[src/rtl/ram_responder.sv]
// ram_responder: accepts 32-bit word read/write commands and serves them
// from an external 16-bit asynchronous SRAM as two little-endian halfword beats.
// Each beat lasts WAIT_CYCLES+1 clocks. Writes insert a one-cycle gap with
// we_n high between the two halfwords.
// Optional feature: define RAM_RESPONDER_WRITE_EN to build the write path.
// Without it, ram_write is ignored, and we_n and dq_oe are tied inactive.
module ram_responder #(
  parameter int unsigned WAIT_CYCLES = 1
) (
  input  logic        clk,
  input  logic        rst_n,
  input  logic        ram_read,
  input  logic        ram_write,
  input  logic [15:0] ram_addr,
  input  logic [31:0] ram_wdata,
  output logic        ram_cack,
  output logic        ram_busy,
  output logic        ram_data_ready,
  output logic [31:0] ram_data,
  output logic [16:0] sram_addr,
  input  logic [15:0] sram_dq_in,
  output logic [15:0] sram_dq_out,
  output logic        sram_dq_oe,
  output logic        sram_oe_n,
  output logic        sram_we_n
);

  typedef enum logic [2:0] {
    IDLE,
    RD_LO,
    RD_HI
`ifdef RAM_RESPONDER_WRITE_EN
    ,
    WR_LO,
    WR_GAP,
    WR_HI
`endif
  } state_t;

  localparam logic [3:0] BEAT_LAST = 4'(WAIT_CYCLES);

  state_t      state;
  logic [3:0]  cnt;
  logic [15:0] addr_q;
  logic [15:0] rd_lo;
  logic        beat_done;

  assign beat_done = (cnt == BEAT_LAST);

`ifdef RAM_RESPONDER_WRITE_EN
  logic [15:0] wdata_hi;
`else
  // Write-side inputs have no function in the read-only build.
  logic unused_write;
  assign unused_write = ^{ram_write, ram_wdata};
  assign sram_dq_out  = '0;
  assign sram_dq_oe   = 1'b0;
  assign sram_we_n    = 1'b1;
`endif

  // Command acceptance, beat sequencing and all registered outputs.
  // Write-path registers sit under the macro so the read-only build drops them.
  always_ff @(posedge clk or negedge rst_n) begin
    if (!rst_n) begin
      state          <= IDLE;
      cnt            <= '0;
      addr_q         <= '0;
      rd_lo          <= '0;
      ram_cack       <= 1'b0;
      ram_busy       <= 1'b0;
      ram_data_ready <= 1'b0;
      ram_data       <= '0;
      sram_addr      <= '0;
      sram_oe_n      <= 1'b1;
`ifdef RAM_RESPONDER_WRITE_EN
      wdata_hi       <= '0;
      sram_dq_out    <= '0;
      sram_dq_oe     <= 1'b0;
      sram_we_n      <= 1'b1;
`endif
    end else begin
      ram_cack       <= 1'b0;
      ram_data_ready <= 1'b0;
      case (state)
        IDLE: begin
          if (ram_read) begin
            addr_q    <= ram_addr;
            sram_addr <= {ram_addr, 1'b0};
            sram_oe_n <= 1'b0;
            cnt       <= '0;
            ram_cack  <= 1'b1;
            ram_busy  <= 1'b1;
            state     <= RD_LO;
          end
`ifdef RAM_RESPONDER_WRITE_EN
          else if (ram_write) begin
            addr_q      <= ram_addr;
            wdata_hi    <= ram_wdata[31:16];
            sram_addr   <= {ram_addr, 1'b0};
            sram_dq_out <= ram_wdata[15:0];
            sram_dq_oe  <= 1'b1;
            sram_we_n   <= 1'b0;
            cnt         <= '0;
            ram_cack    <= 1'b1;
            ram_busy    <= 1'b1;
            state       <= WR_LO;
          end
`endif
        end
        RD_LO: begin
          if (beat_done) begin
            rd_lo     <= sram_dq_in;
            sram_addr <= {addr_q, 1'b1};
            cnt       <= '0;
            state     <= RD_HI;
          end else begin
            cnt <= cnt + 4'd1;
          end
        end
        RD_HI: begin
          if (beat_done) begin
            ram_data       <= {sram_dq_in, rd_lo};
            ram_data_ready <= 1'b1;
            ram_busy       <= 1'b0;
            sram_oe_n      <= 1'b1;
            state          <= IDLE;
          end else begin
            cnt <= cnt + 4'd1;
          end
        end
`ifdef RAM_RESPONDER_WRITE_EN
        WR_LO: begin
          if (beat_done) begin
            sram_we_n <= 1'b1;
            state     <= WR_GAP;
          end else begin
            cnt <= cnt + 4'd1;
          end
        end
        WR_GAP: begin
          sram_addr   <= {addr_q, 1'b1};
          sram_dq_out <= wdata_hi;
          sram_we_n   <= 1'b0;
          cnt         <= '0;
          state       <= WR_HI;
        end
        WR_HI: begin
          if (beat_done) begin
            sram_we_n      <= 1'b1;
            sram_dq_oe     <= 1'b0;
            ram_data_ready <= 1'b1;
            ram_busy       <= 1'b0;
            state          <= IDLE;
          end else begin
            cnt <= cnt + 4'd1;
          end
        end
`endif
        default: state <= IDLE;
      endcase
    end
  end

endmodule

[config.mk]
export PLATFORM = sky130hd
export DESIGN_NAME = ram_responder
export DESIGN_NICKNAME = d
export VERILOG_FILES = /design/src/rtl/ram_responder.sv
export SDC_FILE = /design/constraint.sdc
export NUM_CORES = 1
export LEC_CHECK = 0
export BUFFER_PORTS_ARGS = -buffer_cell sky130_fd_sc_hd__buf_2
export CAP_MARGIN = 5
export CORE_MARGIN = 2
export CORE_UTILIZATION = 50
export DETAILED_ROUTE_END_ITERATION = 16
export PLACE_DENSITY = 0.91
export SLEW_MARGIN = 20
export SYNTH_ARGS = -nofsm -noshare
export SYNTH_HDL_FRONTEND = slang
export SYNTH_SLANG_ARGS = --single-unit
[constraint.sdc]
create_clock -name clk -period 2.5 [get_ports clk]
set_clock_uncertainty 0.15 [all_clocks]
set_input_delay 0.25 -clock clk [delete_from_list [all_inputs] [get_ports clk]]
set_output_delay 0.25 -clock clk [all_outputs]
set_load 0.03 [all_outputs]
# ---- After elaboration in Yosys (flattened, before gate mapping)
# Cells that the tools add are included.
dict set report classes {
  n_reduce_logical 11
  eq_ne 7
  mux 21
  addsub 1
}
# op n
set ops {}
lappend ops {{$mux W17} 2}
lappend ops {{$pmux W17 S2} 1}
lappend ops {{$mux W4} 3}
lappend ops {{$pmux W4 S3} 1}
lappend ops {{$reduce_and A3 Y1} 4}
lappend ops {{$mux W3} 3}
lappend ops {{$pmux W3 S3} 1}
lappend ops {{$mux W1} 8}
lappend ops {{$ne A2 B2 Y1 const B} 4}
lappend ops {{$reduce_and A2 Y1} 3}
lappend ops {{$add A4 B1 Y4 const B} 1}
lappend ops {{$eq A4 B1 Y1 const B} 1}
lappend ops {{$pmux W1 S2} 2}
lappend ops {{$reduce_bool A2 Y1} 2}
lappend ops {{$eq A3 B1 Y1 const B} 1}
lappend ops {{$eq A3 B2 Y1 const B} 1}
lappend ops {{$logic_not A3 Y1} 1}
lappend ops {{$reduce_bool A3 Y1} 1}
dict set report totals {
  register_bits 92
}

# ---- Depth between registers and ports, before layout
dict set report depth {
  word_depth 3
  ltp_mapped 8
  ltp_nobuf 5
}

# ---- Worst setup path after synthesis
# OpenSTA, ideal clock, no wires.
dict set report synth_path {
  path_type {reg-to-reg}
  startpoint {register state[0]}
  endpoint {register ram_data[16]}
  n_path_buf 2
  stages_incl_launch_ff 7
  slack_ns 0.569
  t_arrival_ns 1.656
  setup_time_ns 0.125
  path_cell_list {dfrtp_1 inv_1 ha_1 nor4bb_1 buf_2 buf_4 mux2_2}
}
dict set report synth_via {
  elab_chain_len 2
}
# element line_no
set synth_rtl {}
lappend synth_rtl {{start, declared} 42} ;# state_t state;
lappend synth_rtl {{start signal, assigned} 65} ;# state <= IDLE;
lappend synth_rtl {{start signal, assigned} 93} ;# state <= RD_LO;
lappend synth_rtl {{start signal, assigned} 115} ;# state <= RD_HI;
lappend synth_rtl {{$eq A3 B2 Y1} 84} ;# case (state)
lappend synth_rtl {{$reduce_and A2 Y1 (no source line)} -}
lappend synth_rtl {{end signal, assigned} 122} ;# ram_data <= {sram_dq_in, rd_lo};
lappend synth_rtl {{end, declared} 19} ;# output logic [31:0] ram_data,
# No other way between the ends.
# A chain may end at the register's enable or synchronous reset.

# ---- Worst setup path after layout
dict set report layout_path {
  startpoint {register state[0]}
  endpoint {register ram_data[30]}
}
# Same word-level chain as after synthesis.

==> impl_summary.log <==
INFO  metric tritoncts_clock_tree = built
INFO  metric routability_congestion_estimate = just under 0.8
INFO  metric power_leakage = 0.002159 uW
INFO  metric cts_hold_buf = 22
INFO  metric ir_drop = 0.8125 mV
INFO  metric rsz0062_at_grt = false
INFO  metric numCtsBuffers = 9
INFO  metric fp.dieH = around 93 microns
INFO  metric yosysMostFrequentCell = sky130_fd_sc_hd__dfrtp_1
INFO  metric grt_start_max_net_pins = 38
INFO  metric met2_wirelength_from_detailed_routing = 3869 microns
INFO  metric via_count_of_the_first_global_routing_pass = 2,707
INFO  metric syn_area_per_cell = roughly 14 sq um
INFO  metric antenna_left = 0
INFO  metric worstPathMaxFanout = 34
INFO  metric net_total_in_the_final_layout = 455
INFO  metric grt_antenna_before_repair = 0
INFO  metric critical_path_class = register to register
INFO  metric critical_path_arrival = 2.20 ns
INFO  metric max_freq = 0.4715 GHz
INFO  metric startpoint_type = register
INFO  metric worstSkewPairLatency = 0.35 ns
INFO  metric drt-vias-per-instance = 5.368
INFO  metric report.final.slew_viol_count = 0
INFO  metric synthTopCellsByArea = sky130_fd_sc_hd__dfrtp_1 (57%), sky130_fd_sc_hd__mux2_2 (19%), sky130_fd_sc_hd__o221a_2 (4.6%)
INFO  metric setup_slack = 0.3792 ns
INFO  metric grt_util_all_layers = 0.1899
INFO  metric worst_r2r_path_depth = 5
INFO  metric fillers = 585
INFO  metric hold_depth = 2
INFO  metric final_core_utilization = 0.6315
INFO  metric finalSetupViolations = 0
INFO  metric clock_transition_at_the_register_clock_pins_on_the_worst_setup_and_hold_paths_after_cts = 0.09 ns
INFO  metric post_synth_most_frequent_cells = sky130_fd_sc_hd__dfrtp_1 (90), sky130_fd_sc_hd__mux2_2 (65), sky130_fd_sc_hd__buf_4 (22)
INFO  metric run_status = finished, final reports clean
INFO  metric placementRows = 32
INFO  metric report.final.hold_viol_count = 0
INFO  metric dr_total_vias = 2,614
INFO  metric layout.area.seq = roughly 2300 sq um
INFO  metric synth.cell_area = 3941 sq um
INFO  metric tritoncts_num_sinks = 91
INFO  metric postRouteWirelength = around 8000 microns
INFO  metric cts_h_tree_depth = 3
INFO  metric finalSetupTns = 0 ns
INFO  metric final.period_utilization = 0.8483
INFO  metric synth-seq-area-share = 0.5781
INFO  metric count_of_instances_resized_after_the_clock_tree_is_built = 0
INFO  metric multiInputGateArea = 1484 sq um
INFO  metric worst-endpoint-required = 2.58 ns
INFO  metric die_width = 92.79 microns
INFO  metric p_per_area = 1352 nW/um^2
INFO  metric drc = 0
INFO  metric ys_warn_count = 0
INFO  metric cts.path.max_buffers = 2
INFO  metric antenna_diode_count = 0
INFO  metric synthArstFlopShare = 1.000
INFO  metric drive_above_1_share = 0.5065
INFO  metric maxUsedRoutingLayer = met4
INFO  metric portBuffers = 87
INFO  metric avgRoutedWirePerCell = around 16 microns
INFO  metric hpwl_reported_at_the_end_of_detailed_placement = around 5200 microns
INFO  metric placed_cell_area = 4417 sq um
INFO  metric synth.ff_latch_count = 91
INFO  metric post_cts_buffers = 0
INFO  metric routedLengthMet1 = 3217 microns
INFO  metric max_cap_viol_count = 0
INFO  metric floorplan.die_area = between 8000 and 9000 sq um
INFO  metric synth_cell_type_count = 34
INFO  metric layout-area-overhead-vs-synth = 23.17%
INFO  metric layout.cell_area.non_filler = ~4900 sq um
INFO  metric drt_iter0_drc = 105
INFO  metric synth_enable_flop_cells = 0
INFO  metric post-synth-top-area-fraction = 0.5714
INFO  metric root_buffer = sky130_fd_sc_hd__clkbuf_8
INFO  metric ioPinCount = around 140
INFO  metric dr.pass1.iters = 4
INFO  metric post-place-ws = approximately 0.40 ns
INFO  metric dominantRegCellSynth = sky130_fd_sc_hd__dfrtp_1
INFO  metric timing.critical_path.to_type = register
INFO  metric aggregate_global_routing_overflow = 0
INFO  metric starting_density_of_the_core = 0.5127
INFO  metric hold_path_class = primary input to register
INFO  metric met3_length = 591 microns
INFO  metric yosys.area.top_type = sky130_fd_sc_hd__dfrtp_1
INFO  metric synthCells = 272
INFO  metric grt_pass1_wl = 12,830 microns
INFO  metric core_area = roughly 7700 sq um
INFO  metric min_period = 2.121 ns
[worst max-delay path: stages (launching register included)]
cell	delay (ns)
sky130_fd_sc_hd__dfrtp_1	0.42
sky130_fd_sc_hd__inv_1	0.12
sky130_fd_sc_hd__ha_1	0.28
sky130_fd_sc_hd__nor4bb_4	0.38
sky130_fd_sc_hd__buf_12	0.25
sky130_fd_sc_hd__mux2_2	0.37
[sequential cells by signal, indices dropped and copies added, names as in the netlist]
| name | cells |
|---|---|
| addr_q | 16 |
| cnt | 4 |
| ram_busy | 1 |
| ram_cack | 1 |
| ram_data | 32 |
| ram_data_ready | 1 |
| rd_lo | 16 |
| sram_addr | 17 |
| sram_oe_n | 1 |
| state | 2 |
[final timing paths]
path	startpoint	to	slack (ns)
worst max-delay path	state[0]$_DFFE_PN0P_	ram_data[30]$_DFFE_PN0P_	0.38
max in group asynchronous	rst_n	sram_addr[9]$_DFFE_PN0P_	1.31
worst max register to register	state[0]$_DFFE_PN0P_	ram_data[30]$_DFFE_PN0P_	0.38
worst min register to register	rd_lo[12]$_DFFE_PN0P_	ram_data[12]$_DFFE_PN0P_	0.36
min in group asynchronous	rst_n	ram_data[10]$_DFFE_PN0P_	0.27
worst min-delay path	ram_addr[9]	addr_q[9]$_DFFE_PN0P_	0.01
[where the power goes]
part	internal [uW]	switching, uW	leakage [uW]	total, uW
sequential	2170	384	0.00106	2550
clock	565	505	0.000106	1070
combinational	1230	1710	0.000995	2940
total	3960	2600	0.00216	6560
[cells in the final DEF (no fill, tap or decap), types with 2 or more instances in the layout]
cell / n
sky130_fd_sc_hd__o32a_1: 16
sky130_fd_sc_hd__dfrtp_1: 90
sky130_fd_sc_hd__a21oi_1: 5
sky130_fd_sc_hd__o211ai_1: 2
sky130_fd_sc_hd__o21ai_0: 2
sky130_fd_sc_hd__o221a_2: 16
sky130_fd_sc_hd__nor2_1: 3
sky130_fd_sc_hd__buf_2: 86
sky130_fd_sc_hd__bufinv_16: 2
sky130_fd_sc_hd__ha_1: 7
sky130_fd_sc_hd__nand2b_1: 5
sky130_fd_sc_hd__buf_4: 4
sky130_fd_sc_hd__mux2_2: 65
sky130_fd_sc_hd__o2bb2ai_1: 3
sky130_fd_sc_hd__conb_1: 18
sky130_fd_sc_hd__nand2_1: 2
sky130_fd_sc_hd__buf_12: 2
sky130_fd_sc_hd__clkinv_4: 2
sky130_fd_sc_hd__inv_1: 7
sky130_fd_sc_hd__dlygate4sd3_1: 22
sky130_fd_sc_hd__clkbuf_8: 9
[metal layers]
metal | global-route usage | up-vias
met5 | 0 | -
met4 | 0.05760 | 0
met3 | 0.05696 | 9
met2 | 0.3152 | 98
met1 | 0.2407 | 1328
li1 | - | 1179
[cell type report]
| class | count | share of cell area |
|---|---|---|
| tap | 102 | 0.02629 |
| clock inverter | 6 | 0.01856 |
| timing repair buffer | 114 | 0.1485 |
| clock buffer | 10 | 0.02629 |
| sequential | 91 | 0.4693 |
| inverter | 7 | 0.005412 |
| multi-input combinational | 157 | 0.3057 |
[stage by stage]
step	total power, uW	hold WS, ns	instances
after global routing	6949	0.006603	487
after CTS	6609	0.0001536	487
after global placement	5365	0.07942	449
final	6562	0.01399	487
after floorplan	4723	-0.1956	288
after detailed placement	5510	0.08704	449
[logic make-up (layout without fill, tap and decap cells)]
kind of cell	Yosys count	after routing	share of synthesized area
fa+ha+maj	7	7	0.02222
other cells	2	18	0.001905
flops	91	91	0.5781
compound gates	47	47	0.1117
buf+inv	40	137	0.06444
mux	66	66	0.1883
simple gates	19	19	0.03334
Note: power is estimated with default switching activity, not from simulation.
